File: config.mk
export PLATFORM = sky130hd
export DESIGN_NAME = i2s_multi_receiver
export DESIGN_NICKNAME = d
export VERILOG_FILES = /design/src/rtl/i2s_multi_receiver.sv
export SDC_FILE = /design/constraint.sdc
export NUM_CORES = 1
export LEC_CHECK = 0
export BUFFER_PORTS_ARGS = -buffer_cell sky130_fd_sc_hd__buf_4
export CAP_MARGIN = 30
export CORE_MARGIN = 4
export CORE_UTILIZATION = 40
export CTS_CLUSTER_SIZE = 25
export DETAILED_ROUTE_END_ITERATION = 10
export PLACE_DENSITY = 0.54
export SLEW_MARGIN = 30
export SYNTH_ARGS = -nofsm -noshare
export SYNTH_HDL_FRONTEND = slang
export SYNTH_SLANG_ARGS = --single-unit
File: constraint.sdc
create_clock -name m_axis_aclk -period 12.2 [get_ports m_axis_aclk]
set_input_delay 2.44 -clock m_axis_aclk [delete_from_list [all_inputs] [get_ports m_axis_aclk]]
set_output_delay 2.44 -clock m_axis_aclk [all_outputs]
set_load 0.02 [all_outputs]
File: src/rtl/i2s_multi_receiver.sv
// Multi-line I2S capture: NUM_LINES sd lines sharing sck/ws, sign-extended AXI-Stream output via a small FIFO.
// Optional macro I2S_RX_FRAME_CHECK_EN: discard slots shorter than DATA_WIDTH and raise sticky frame_err.
//
// state    | meaning
// ST_SYNC  | waiting for the first ws transition; partial slot discarded
// ST_SHIFT | accumulating bits of the current slot
// ST_PUSH  | writing held words of the closed slot, one line per cycle
module i2s_multi_receiver #(
    parameter int DATA_WIDTH = 24,
    parameter int NUM_LINES  = 2,
    parameter int FIFO_DEPTH = 8
) (
    input  logic                 m_axis_aclk,
    input  logic                 m_axis_aresetn,
    input  logic                 sck,
    input  logic                 ws,
    input  logic [NUM_LINES-1:0] sd,
    input  logic                 m_axis_tready,
    output logic                 m_axis_tvalid,
    output logic [31:0]          m_axis_tdata,
    output logic [3:0]           m_axis_tuser,
    output logic                 m_axis_tlast,
    output logic                 overflow,
    output logic                 frame_err
);

    localparam int LW = (NUM_LINES > 1) ? $clog2(NUM_LINES) : 1;
    localparam int AW = $clog2(FIFO_DEPTH);
    localparam int EW = 37;
    localparam logic [LW-1:0] LAST_IDX = LW'(NUM_LINES - 1);
    localparam logic [AW:0]   DROP_THR = (AW + 1)'(FIFO_DEPTH - NUM_LINES);
    localparam logic [AW:0]   CNT_ONE  = (AW + 1)'(1);
    localparam logic [AW-1:0] PTR_ONE  = AW'(1);

    typedef enum logic [1:0] {ST_SYNC, ST_SHIFT, ST_PUSH} state_t;

    state_t state, state_nxt;

    logic                  sck_q;
    logic                  ws_prev;
    logic                  bit_event;
    logic                  boundary;
    logic [5:0]            bit_cnt;
    logic [5:0]            cnt_inc;
    logic [DATA_WIDTH-1:0] sr        [NUM_LINES];
    logic [DATA_WIDTH-1:0] sr_next   [NUM_LINES];
    logic [DATA_WIDTH-1:0] hold_data [NUM_LINES];
    logic                  hold_ws;
    logic [LW-1:0]         push_idx;

    logic load_hold;
    logic wr_en;
    logic rd_en;
    logic drop_slot;
    logic no_space;
    logic short_drop;

    logic [EW-1:0] mem [FIFO_DEPTH];
    logic [AW-1:0] wr_ptr;
    logic [AW-1:0] rd_ptr;
    logic [AW:0]   count;
    logic [EW-1:0] wr_word;
    logic [EW-1:0] rd_word;

    logic [DATA_WIDTH-1:0] wr_sample;
    logic [31:0]           wr_data;
    logic [3:0]            wr_user;
    logic                  wr_last;

    assign bit_event = sck & ~sck_q;
    assign boundary  = bit_event & (ws != ws_prev);
    assign cnt_inc   = (bit_cnt == 6'd63) ? bit_cnt : bit_cnt + 6'd1;
    assign no_space  = (count > DROP_THR);

    // Bits land at DATA_WIDTH-1-bit_cnt so a short slot comes out left-justified, zero-filled.
    always_comb begin
        for (int l = 0; l < NUM_LINES; l++) begin
            sr_next[l] = sr[l];
            for (int b = 0; b < DATA_WIDTH; b++) begin
                if (6'(DATA_WIDTH - 1 - b) == bit_cnt) begin
                    sr_next[l][b] = sd[l];
                end
            end
        end
    end

`ifdef I2S_RX_FRAME_CHECK_EN
    logic hold_short;
    logic frame_err_q;
    assign short_drop = hold_short;
    assign frame_err  = frame_err_q;
`else
    assign short_drop = 1'b0;
    assign frame_err  = 1'b0;
`endif

    always_comb begin
        state_nxt = state;
        load_hold = 1'b0;
        wr_en     = 1'b0;
        drop_slot = 1'b0;
        case (state)
            ST_SYNC: begin
                if (boundary) state_nxt = ST_SHIFT;
            end
            ST_SHIFT: begin
                if (boundary) begin
                    load_hold = 1'b1;
                    state_nxt = ST_PUSH;
                end
            end
            ST_PUSH: begin
                if ((push_idx == '0) && (short_drop || no_space)) begin
                    drop_slot = 1'b1;
                    state_nxt = ST_SHIFT;
                end else begin
                    wr_en = 1'b1;
                    if (push_idx == LAST_IDX) state_nxt = ST_SHIFT;
                end
            end
            default: state_nxt = ST_SYNC;
        endcase
    end

    always_ff @(posedge m_axis_aclk) begin
        if (!m_axis_aresetn) state <= ST_SYNC;
        else                 state <= state_nxt;
    end

    always_ff @(posedge m_axis_aclk) begin
        if (!m_axis_aresetn) begin
            sck_q    <= 1'b0;
            ws_prev  <= 1'b0;
            bit_cnt  <= 6'd0;
            hold_ws  <= 1'b0;
            push_idx <= '0;
            overflow <= 1'b0;
            for (int l = 0; l < NUM_LINES; l++) begin
                sr[l]        <= '0;
                hold_data[l] <= '0;
            end
        end else begin
            sck_q <= sck;
            if (bit_event) begin
                ws_prev <= ws;
                if (boundary) begin
                    bit_cnt <= 6'd0;
                    for (int l = 0; l < NUM_LINES; l++) sr[l] <= '0;
                end else if (state != ST_SYNC) begin
                    bit_cnt <= cnt_inc;
                    sr      <= sr_next;
                end
            end
            if (load_hold) begin
                hold_data <= sr_next;
                hold_ws   <= ws_prev;
            end
            if (state_nxt != ST_PUSH) push_idx <= '0;
            else if (wr_en)           push_idx <= push_idx + LW'(1);
            if (drop_slot && !short_drop) overflow <= 1'b1;
        end
    end

`ifdef I2S_RX_FRAME_CHECK_EN
    always_ff @(posedge m_axis_aclk) begin
        if (!m_axis_aresetn) begin
            hold_short  <= 1'b0;
            frame_err_q <= 1'b0;
        end else begin
            if (load_hold)               hold_short  <= (cnt_inc < 6'(DATA_WIDTH));
            if (drop_slot && short_drop) frame_err_q <= 1'b1;
        end
    end
`endif

    assign wr_sample = hold_data[push_idx];

    generate
        if (DATA_WIDTH < 32) begin : g_sext
            assign wr_data = {{(32 - DATA_WIDTH){wr_sample[DATA_WIDTH-1]}}, wr_sample};
        end else begin : g_full
            assign wr_data = wr_sample;
        end
    endgenerate

    assign wr_user = (hold_ws ? 4'(NUM_LINES) : 4'd0) + 4'(push_idx);
    assign wr_last = hold_ws && (push_idx == LAST_IDX);
    assign wr_word = {wr_last, wr_user, wr_data};

    // Output comes straight from the storage register at rd_ptr; idle outputs read as zero.
    assign m_axis_tvalid = (count != '0);
    assign rd_en         = m_axis_tvalid & m_axis_tready;
    assign rd_word       = mem[rd_ptr];
    assign {m_axis_tlast, m_axis_tuser, m_axis_tdata} = m_axis_tvalid ? rd_word : '0;

    always_ff @(posedge m_axis_aclk) begin
        if (wr_en && m_axis_aresetn) mem[wr_ptr] <= wr_word;
    end

    always_ff @(posedge m_axis_aclk) begin
        if (!m_axis_aresetn) begin
            wr_ptr <= '0;
            rd_ptr <= '0;
            count  <= '0;
        end else begin
            if (wr_en) wr_ptr <= wr_ptr + PTR_ONE;
            if (rd_en) rd_ptr <= rd_ptr + PTR_ONE;
            if (wr_en && !rd_en)      count <= count + CNT_ONE;
            else if (!wr_en && rd_en) count <= count - CNT_ONE;
        end
    end

endmodule

[Yosys cells after proc, flatten, opt, wreduce, memory -nomap -nowiden]
Memories as Yosys holds them, arrays and structs flattened. A register that Yosys moved wholly into a read port is not among the register bits.
Cells that the tools add are included.
Storage, ports and cells
  input bits: 7
  memories: 1
  memory bits (writable): 288
  output and inout bits: 40
  bits in registers: 119
Operators by class
  equality and inequality tests: 29
  bitwise gates (word level): 7
  muxes and demuxes: 75
  add/sub/neg operators: 7
  reductions and logical operators: 16
  magnitude comparators: 2
Memories
  mem: words 8, bits a word 36, read ports 1, clocked after Yosys merged registers in 1, wr ports 1, line 58  | logic [EW-1:0] mem [FIFO_DEPTH];
Operators with widths (count)
  2-to-1 mux 48 bit: 2
  2-to-1 mux 24 bit: 3
  2-to-1 mux 1 bit: 56
  equality test 4 x 6 -> 1 bit (first input constant): 8
  equality test 5 x 6 -> 1 bit (first input constant): 8
  2-to-1 mux 37 bit: 1
  equality test 3 x 6 -> 1 bit (first input constant): 4
  2-to-1 mux 6 bit: 3
  equality test 2 x 6 -> 1 bit (first input constant): 2
  2-to-1 mux 2 bit: 5
  2-to-1 mux 4 bit: 2
  adder 3 x 1 -> 3 bit (second input constant): 2
  adder 6 x 1 -> 6 bit (second input constant): 1
  equality test 1 x 6 -> 1 bit (first input constant): 1
  equality test 6 bit (second input constant): 1
  zero test 6 bit: 1
  2-to-1 mux 3 bit: 2
  one-hot mux 2 bit (3 select lines): 1
  nonzero test 2 bit: 3
  logical AND 1 bit: 5
  adder 4 x 1 -> 4 bit (second input constant): 1
  > comparator 4 x 3 -> 1 bit (second input constant): 1
  inequality test 2 bit (second input constant): 2
  nonzero test 4 bit: 1
  other kinds (15): 20

[Logic depth before layout (Yosys ltp)]
  word-level depth: 8
  gate-level depth with buffers: 10
  mapped depth without buffers: 10

[Least setup slack after synthesis]
No wires, ideal clock.
  kind: input-to-reg
  from: input port m_axis_aresetn
  to: memory mem[2][0] in the netlist's numbering (enable)
  buffers on the path: 2
  data required time: 11.721 ns
  data arrival time: 5.524 ns
  stages: 4
  path slack: 6.197 ns
  path through: buf_4 > clkbuf_1 > nand2_1 > nor4_1
On the way
  longest elaborated chain between the ends: 3
RTL lines
  start: declaration: line 14  | input logic m_axis_aresetn,
  logical AND 1 bit: line 197  | if (wr_en && m_axis_aresetn) mem[wr_ptr] <= wr_word;
  2-to-1 mux 1 bit: line 197
  2-to-1 mux 1 bit (not written as such): line 197
  end: declaration: line 58
No other way between the ends.

==> results.json <==
{
  "tightest_slew_ns": 0.9320,
  "n_fill_cell": 3016,
  "post_synth_num_cell_types": 52,
  "min_path_cells": 1,
  "synth_seq_cells": 338,
  "crit-reg2reg-launch": "count[0]",
  "r2r_slack_ns": 9.28,
  "clock.fmax_mhz": 187.4,
  "end_kind": "output pin",
  "drt_iter0_markers": 687,
  "finalNonFillerCells": 1463,
  "hold_start": "sr[24]",
  "detailedPlacementHpwl_um": 16110,
  "cp_common_cell": "sky130_fd_sc_hd__buf_4",
  "numPlacedInstances": 1397,
  "min_delay_worst_endpoint": "sr[24]",
  "tritoncts": "built",
  "synthesized_instance_count": 968,
  "final_common_cell": "sky130_fd_sc_hd__edfxtp_1",
  "via_count_of_the_first_global_routing_pass": 7877,
  "synthFlopType": "sky130_fd_sc_hd__edfxtp_1",
  "hold_class": "reg2reg",
  "route.detailed.wl_per_inst_um": 19.87,
  "wl_um": 29070,
  "cp_data_arrival_time_ns": 2.90,
  "die_area_mm2": 0.03744,
  "synth_area_leader_cell": "sky130_fd_sc_hd__edfxtp_1",
  "standby_leakage_power_nw": 5.307,
  "wire_length_of_the_first_global_routing_pass_um": 45660,
  "postSynth.asyncResetShare_pct": 0,
  "synth_warnings": 0,
  "numPortBuffers": 43,
  "pre_cts_slack_ns": 7.029,
  "cts.path.max_buffers": 3,
  "clock_skew_ns": 0.02054,
  "cp-start-kind": "flop",
  "clkLatencyLatePin_ns": 0.52,
  "crit_path_cell_trace": "buf_4, mux4_2, mux2i_1, nor2_1, buf_4",
  "placement_rows": 67,
  "drt_pass1_iterations": 5,
  "timing.critical_path.max_delay_family": "multiplexers",
  "vias": 7905,
  "synth-seq-area-share_pct": 64.87,
  "setup_repair_after_global_routing_missed_its_margin": "no",
  "path_depth": 5,
  "max_cap_viols": 0,
  "outcome": "finished, final reports clean",
  "setup_fix_bufs_post_cts": 0,
  "timing.final.crit_period_ns": 5.335,
  "finalWeightedCongestion": 0.6999,
  "cts.sink_count": 338,
  "max-vdd-ir-drop_uv": 144.3,
  "antenna-diode-count": 0,
  "post_route_cells_drive_above_1_share_pct": 21.18,
  "grt_max_degree": 99,
  "via_per_inst": 5.403,
  "critical_path_class": "reg2out",
  "slew-limit-headroom_pct": 37.87,
  "critical-path-max-stage-delay_ns": 0.65,
  "finalHoldViolCount": 0,
  "cp_data_required_time_ns": 9.76,
  "drtAntennaViolNets": 0,
  "timing.reg2reg.worst_path_depth": 10,
  "io_pins": 47,
  "netlist_top_cells_area": "sky130_fd_sc_hd__edfxtp_1, sky130_fd_sc_hd__dfxtp_1, sky130_fd_sc_hd__mux4_2, sky130_fd_sc_hd__mux2i_1, sky130_fd_sc_hd__o21ai_0",
  "crit_buf_inv": 2,
  "coreArea_mm2": 0.03370,
  "post-route-worst-setup-slack_ns": 6.865,
  "layout.core_utilization_pct": 46.37,
  "setup_tns_ns": 0,
  "cts_root_buffer": "sky130_fd_sc_hd__clkbuf_16",
  "p_per_area_mw_per_mm2": 175.0,
  "floorplan.initialDensity_pct": 40.84,
  "antenna_found_initial": 0,
  "cts.clk_slew.worst_paths_ns": 0.06,
  "total_setup_violations_reported_at_the_end_of_the_flow": 0,
  "holdBufCountCts": 0,
  "final_design_area_no_fill_mm2": 0.01563,
  "die_width_um": 193.5,
  "cts_repair_resize_count": 0,
  "synth_enable_flop_cells": 216,
  "synth.cell_area_mm2": 0.01376,
  "global_route.usage.total_pct": 15.23,
  "remaining_drc_errors": 0,
  "slew_violations": 0,
  "worst-path-max-fanout": 34,
  "placed_cell_area_mm2": 0.01451,
  "per_instance_average_area_after_synthesis_um2": 14.22,
  "most_used_cells_in_the_layout_excluding_fill_and_tap_cells": "sky130_fd_sc_hd__edfxtp_1, sky130_fd_sc_hd__dfxtp_1, sky130_fd_sc_hd__mux2i_1",
  "min_period_over_period_pct": 43.73,
  "globalRoute.totalOverflow": 0,
  "critPathSlowestCell": "sky130_fd_sc_hd__buf_4",
  "rr_endpoint": "count[3]",
  "areaGrowthSynthToFinish_pct": 13.54,
  "final_nets": 1005,
  "cts.htree.levels": 2,
  "die_y_um": 193.5,
  "synthDominantCellAreaShare_pct": 47.13,
  "cts_buffers": 35
}
## Yosys cell counts (all sizes together), types with 5 or more instances
master and instances:
a21oi 57, a31oi 34, buf 39, clkbuf 43, dfxtp 122, edfxtp 216, ha 9, inv 8
mux2 24, mux2i 79, mux4 54, nand2 37, nand3 7, nor2 78, nor3 5, nor4 5
o21ai 84, o2bb2ai 17, xor2 6
## power by group
| part | switching, mW | total [mW] | internal, mW |
|---|---|---|---|
| logic | 0.270 | 0.479 | 0.209 |
| registers | 0.0266 | 1.25 | 1.23 |
| clock network | 0.431 | 1.00 | 0.570 |
| total | 0.728 | 2.73 | 2.01 |
## sequential cells by signal, summed over array words and instances (netlist names), named ones only
name	count
mem	216
hold_data	48
sr	48
bit_cnt	6
count	4
rd_ptr	3
wr_ptr	3
state	2
hold_ws	1
overflow	1
push_idx	1
sck_q	1
ws_prev	1
## cell type report
cell class              instances  area [um2]  area share [%]
inverters                       8       30.03          0.1922
well taps                     448       560.5           3.587
clock inverters                15       88.84          0.5685
flip-flops and latches        338        8935           57.18
clock buffers                  49       989.7           6.334
repair buffers                 63       504.2           3.227
multi-input cells             542        4518           28.91
## cell families (layout without fill, tap and decap cells)
group	after synthesis	count (layout)	share of synthesized area (%)
adder cells (fa/ha/maj)	10	10	0.9637
buffers and inverters	90	135	2.964
multiplexers	157	157	16.55
AO/OA/AOI/OAI	207	207	8.727
other	1	3	0.02725
XOR/XNOR	9	9	0.6273
AND/OR/NAND/NOR	156	156	5.273
flip-flops	338	338	64.87
## how the worst max path moves through the flow
| stage | startpoint | end | slack (ns) |
|---|---|---|---|
| 2_1_floorplan | m_axis_aresetn | mem[2][0] | 6.20 |
| 3_3_place_gp | m_axis_aresetn | mem[4][7] | 7.10 |
| 3_5_place_dp | m_axis_aresetn | mem[4][7] | 7.03 |
| 4_1_cts | flop | m_axis_tdata[19] | 6.73 |
| 5_1_grt | flop | m_axis_tdata[14] | 6.59 |
| 6_report | flop | m_axis_tdata[14] | 6.86 |
## per-stage QoR
step,total power [mW],hold slack (ns)
3_3_place_gp,1.764,0.4432
4_1_cts,2.770,0.4640
5_1_grt,2.858,0.4804
3_5_place_dp,1.768,0.4498
2_1_floorplan,1.615,0.4321
6_report,2.735,0.4618
## routing by layer
metal	vias up	share of wire [%]	track usage [%]
li1	3733	-	-
met1	4004	47	21.37
met2	130	48	24.90
met3	38	3.8	2.783
met4	0	1.6	3.567
met5	-	0	0
(Power assumes the default switching activity.)
